### src/rtl/mem_port_arbiter.sv
// Round-robin arbiter sharing one synchronous word memory between the instruction-fetch
// and load/store ports, with a data-side lock for atomic sequences and a contention counter.
module mem_port_arbiter #(
    parameter int AW = 32,
    parameter int CW = 16
) (
    input  logic          clk,
    input  logic          reset,
    input  logic          i_req,
    input  logic [AW-1:0] i_addr,
    output logic          i_gnt,
    output logic          i_rvalid,
    output logic [31:0]   i_rdata,
    input  logic          d_req,
    input  logic          d_we,
    input  logic          d_lock,
    input  logic [AW-1:0] d_addr,
    input  logic [31:0]   d_wdata,
    output logic          d_gnt,
    output logic          d_rvalid,
    output logic [31:0]   d_rdata,
    output logic          mem_en,
    output logic          mem_we,
    output logic [AW-3:0] mem_addr,
    output logic [31:0]   mem_wdata,
    input  logic [31:0]   mem_rdata,
    output logic          locked,
    output logic [CW-1:0] contention_cnt
);

    typedef enum logic {
        PORT_I = 1'b0,
        PORT_D = 1'b1
    } port_e;

    localparam logic [CW-1:0] CNT_MAX = '1;

    port_e         last_q,     last_d;
    logic          locked_q,   locked_d;
    logic          i_rvalid_q, i_rvalid_d;
    logic          d_rvalid_q, d_rvalid_d;
    logic [CW-1:0] cnt_q,      cnt_d;
    logic          i_gnt_s;
    logic          d_gnt_s;

    // Grant selection: lock pins the memory to the data port, otherwise the port that did not win last
    always_comb begin
        i_gnt_s = 1'b0;
        d_gnt_s = 1'b0;
        if (!reset) begin
            i_gnt_s = 1'b0;
            d_gnt_s = 1'b0;
        end else if (locked_q) begin
            d_gnt_s = d_req;
        end else if (i_req && d_req) begin
            i_gnt_s = (last_q == PORT_D);
            d_gnt_s = (last_q == PORT_I);
        end else begin
            i_gnt_s = i_req;
            d_gnt_s = d_req;
        end
    end

    // Next-state for priority, lock, read-owner tags and the saturating contention counter
    always_comb begin
        last_d     = last_q;
        locked_d   = locked_q;
        cnt_d      = cnt_q;
        i_rvalid_d = i_gnt_s;
        d_rvalid_d = d_gnt_s & ~d_we;
        if (i_gnt_s) begin
            last_d = PORT_I;
        end else if (d_gnt_s) begin
            last_d = PORT_D;
        end else begin
            last_d = last_q;
        end
        if (d_gnt_s) begin
            locked_d = d_lock;
        end else begin
            locked_d = locked_q;
        end
        if (i_req && d_req && (cnt_q != CNT_MAX)) begin
            cnt_d = cnt_q + {{(CW-1){1'b0}}, 1'b1};
        end else begin
            cnt_d = cnt_q;
        end
    end

    // State registers; reset drops any read that is still in flight and releases the lock
    always_ff @(posedge clk or negedge reset) begin
        if (!reset) begin
            last_q     <= PORT_D;
            locked_q   <= 1'b0;
            i_rvalid_q <= 1'b0;
            d_rvalid_q <= 1'b0;
            cnt_q      <= '0;
        end else begin
            last_q     <= last_d;
            locked_q   <= locked_d;
            i_rvalid_q <= i_rvalid_d;
            d_rvalid_q <= d_rvalid_d;
            cnt_q      <= cnt_d;
        end
    end

    // Memory drive and read steering; the instruction port never writes, so wdata always comes from data
    always_comb begin
        i_gnt          = i_gnt_s;
        d_gnt          = d_gnt_s;
        mem_en         = i_gnt_s | d_gnt_s;
        mem_we         = d_gnt_s & d_we;
        mem_wdata      = d_wdata;
        if (d_gnt_s) begin
            mem_addr = d_addr[AW-1:2];
        end else begin
            mem_addr = i_addr[AW-1:2];
        end
        i_rvalid       = i_rvalid_q;
        d_rvalid       = d_rvalid_q;
        i_rdata        = i_rvalid_q ? mem_rdata : 32'h0000_0000;
        d_rdata        = d_rvalid_q ? mem_rdata : 32'h0000_0000;
        locked         = locked_q;
        contention_cnt = cnt_q;
    end

endmodule

### config.mk
export PLATFORM = sky130hd
export DESIGN_NAME = mem_port_arbiter
export DESIGN_NICKNAME = d
export VERILOG_FILES = /design/src/rtl/mem_port_arbiter.sv
export SDC_FILE = /design/constraint.sdc
export NUM_CORES = 1
export LEC_CHECK = 0
export CORE_AREA = 2 2 110 112
export CTS_BUF_LIST = sky130_fd_sc_hd__clkbuf_16
export DETAILED_ROUTE_END_ITERATION = 7
export DIE_AREA = 0 0 112 114
export PLACE_DENSITY_LB_ADDON = 0.2
export SLEW_MARGIN = 20
export SYNTH_ARGS = -nofsm -noshare
export SYNTH_HDL_FRONTEND = slang
export SYNTH_SLANG_ARGS = --single-unit
### constraint.sdc
create_clock -name clk -period 2.3 [get_ports clk]
set_clock_uncertainty 0.15 [all_clocks]
set_input_delay 0.23 -clock clk [delete_from_list [all_inputs] [get_ports clk]]
set_output_delay 0.23 -clock clk [all_outputs]
set_load 0.005 [all_outputs]
==> impl_metrics.yaml <==
critical_path:
  r2r_setup_slack_ps: 320
  arrival_ps: 1800
  worstSetupStartpointType: "flip-flop"
  reg2reg_to: "contention_cnt[14]"
  end_kind: "output pin"
  cp_slowest_cell: "dfrtp_1"
  max_stage_delay_ps: 410
  r2r_start: "contention_cnt[0]"
  crit_path_end: "mem_addr[27]"
  startpoint: "locked"
  cp_cell_sequence: "nor2b_4, nand2_2, nand3_4, buf_12, buf_4, mux2_2, clkdlybuf4s15_2"
  critPathKind: "flip-flop to output pin"
  path_max_fanout: 7
  reg2regPathDepth: 5
  critPathRequiredTime_ps: 1920
logic_synthesis:
  synth_seq_area_share: 0.2511
  synthArstFlopShare: 1.000
  synth_top_family_by_area: "simple AND/OR/NAND/NOR gates"
  synth-compound-area-share: 0.02254
  synth_ff_type: "dfrtp_1"
  ys.warnings.count: 0
  synth_cell_types: 31
  synthesis.instances: 227
  syn-mean-instance-area_um2: 8.802
  yosys.area_share.simple: 0.3350
  syn_nets: 362
  synth_adder_area_share: 0.006262
  synth_edf_count: 0
  ys_ff_latch: 20
  synth_mux_area_frac: 0.1879
  synth_area_um2: 1998
  synth_xor_area_frac: 0.05260
timing:
  fmax_mhz: 458.3
  tightest_slew_ps: 372.4
  final.period_utilization: 0.9488
  relSlewSlack: 0.7494
  final.setup.worst_slack_ps: 117.8
  setup_viol: 0
  rsz0062_at_grt: "no"
  hold_viol: 0
  period_minus_slack_ps: 2182
  timing.hold.ws_ps: 260.9
  finalMaxSlewViolations: 0
status:
  status: "completed"
detailed_routing:
  drtPass1Iterations: 4
  drc: 0
  wire_per_inst_um: 14.69
  drtAntennaViolNets: 0
  drt_iter0_markers: 109
  num_vias: 2308
  drt-total-wl_um: 8342
  via_per_inst: 4.063
clock_tree:
  htreeDepth: 1
  cts_tree: "yes"
  hold_buffers: 0
  clock_path_buffers: 2
  clkTransAtPathRegs_ps: 60
  clock-root-buffer: "clkbuf_16"
  numCtsBuffers: 3
  cts.sinks: 20
  worstSkewPairLatency_ps: 260
global_route:
  grt_overflow: 0
  grt_max_degree: 34
  grt_pass1_vias: 2313
  antenna_found_initial: 0
  grt_pass1_wl_um: 12250
  globalRouteTotalUtil: 0.1201
die:
  start_util: 0.1706
  core_um2: 11710
  die_x_um: 112
  io_pins: 283
  row_count: 40
  die_h_um: 114
  die-area_um2: 12770
finish:
  final_cell_count_no_fill: 568
  num_antenna_cells: 0
  layout.nets: 557
  synthToLayoutAreaGrowth_pct: 116.7
  final_util: 0.3698
  drive_above_1_share: 0.1496
  final_cell_area_um2: 4330
power:
  power.leakage_nw: 1.814
  vdd_ir_drop_max_v: 0.0004216
  powerDensity_nw_per_um2: 417.0
placed_design:
  placement.io_buffers: 214
  place_area_um2: 4141
  place_congestion: 0.8133
  dp_cells: 558
  dp_hpwl_um: 6922
  dpl_worst_slack_ps: -244.2
flow_run:
  maxCapViolCount: 0
hold_path:
  worstHoldPathType: "primary input to async pin"
[where the power goes]
part | internal (mW) | switching (mW) | total [mW]
combinational | 0.553 | 0.253 | 0.806
clock | 0.346 | 0.142 | 0.487
sequential | 0.422 | 0.0910 | 0.513
total | 1.32 | 0.486 | 1.81
[Yosys cell counts (2+ instances only)]
cell | n | area [um^2]
buf_4 | 32 | 240.2
clkbuf_1 | 6 | 22.52
nand2_1 | 6 | 22.52
and2_1 | 65 | 406.6
and3_1 | 2 | 12.51
mux2_2 | 32 | 360.4
nand3_1 | 7 | 35.03
xor2_1 | 11 | 96.34
nor2_1 | 7 | 26.28
o21ai_0 | 3 | 15.01
a21oi_1 | 2 | 10.01
inv_1 | 3 | 11.26
nand4_1 | 4 | 25.02
and4_1 | 2 | 17.52
dfrtp_1 | 19 | 475.5
a31oi_1 | 2 | 12.51
buf_2 | 3 | 15.01
nand2b_1 | 2 | 12.51
nor3_1 | 5 | 25.02
nor4_1 | 3 | 18.77
[final cells by class]
type	instances	area (um^2)
sequential	20	501.7
multi-input combinational	163	1230
timing repair buffer	231	2298
tap	147	183.9
inverter	3	11.26
fill	1242	7381
clock buffer	3	75.07
clock inverter	1	30.03
[worst min path at each step]
stage                start           endpoint  slack, ps  depth (start not counted)
2_1_floorplan        reset  contention_cnt[0]       -220                          0
3_3_place_gp   d_wdata[10]      mem_wdata[10]        310                          0
3_5_place_dp   d_wdata[10]      mem_wdata[10]        310                          0
4_1_cts              reset             locked        270                          2
5_1_grt              reset             locked        280                          2
6_report             reset             locked        260                          2
[what timing repair did]
item,CTS,global route
cloned,1,0
resized for setup,45,2
pin swaps,1,0
endpoints found under the setup margin,30,21
setup buffers,3,2
[layer usage]
layer	track usage	share of wire
met5	0	0
met4	0.03740	0.018
met3	0.04091	0.11
met2	0.2319	0.54
met1	0.1217	0.33
[through the flow]
step	power (mW)	TNS [ps]
after global placement	1.322	-5172
after floorplan	0.7944	0
after detailed placement	1.326	-5913
final	1.806	0
after CTS	1.819	0
after global routing	1.910	0
[worst max-delay path: cells and delay by family (launching register included)]
kind / cells / cell delay, ps
buf+inv: 3 / 480
mux: 1 / 330
simple gates: 3 / 320
flops: 1 / 410
[placed cells by master (no fill, tap or decap), types with 2 or more instances in the layout]
| cell type | instances |
|---|---|
| and2_1 | 65 |
| nor2_1 | 7 |
| nand2_1 | 5 |
| buf_4 | 13 |
| nor3_1 | 5 |
| clkbuf_16 | 3 |
| buf_12 | 3 |
| clkdlybuf4s15_1 | 4 |
| clkdlybuf4s50_1 | 182 |
| nand3_1 | 6 |
| o21ai_0 | 3 |
| and4_1 | 2 |
| dfrtp_1 | 19 |
| nand4_1 | 4 |
| a21oi_1 | 2 |
| nand2b_1 | 2 |
| mux2_2 | 32 |
| dlygate4sd2_1 | 26 |
| nor4_1 | 3 |
| and3_1 | 2 |
| inv_1 | 3 |
| xor2_1 | 11 |
| a31oi_1 | 2 |
[flip-flops by register name (all words and copies together) (netlist names)]
signal,cells
contention_cnt,16
d_rvalid,1
i_rvalid,1
last_q,1
locked,1
[logic make-up after synthesis]
logic type | Yosys count
compound gates | 8
xor+xnor | 12
fa+ha+maj | 1
buf+inv | 44
flops | 20
mux | 33
simple gates | 109
Power figures use the tool's default switching activity.
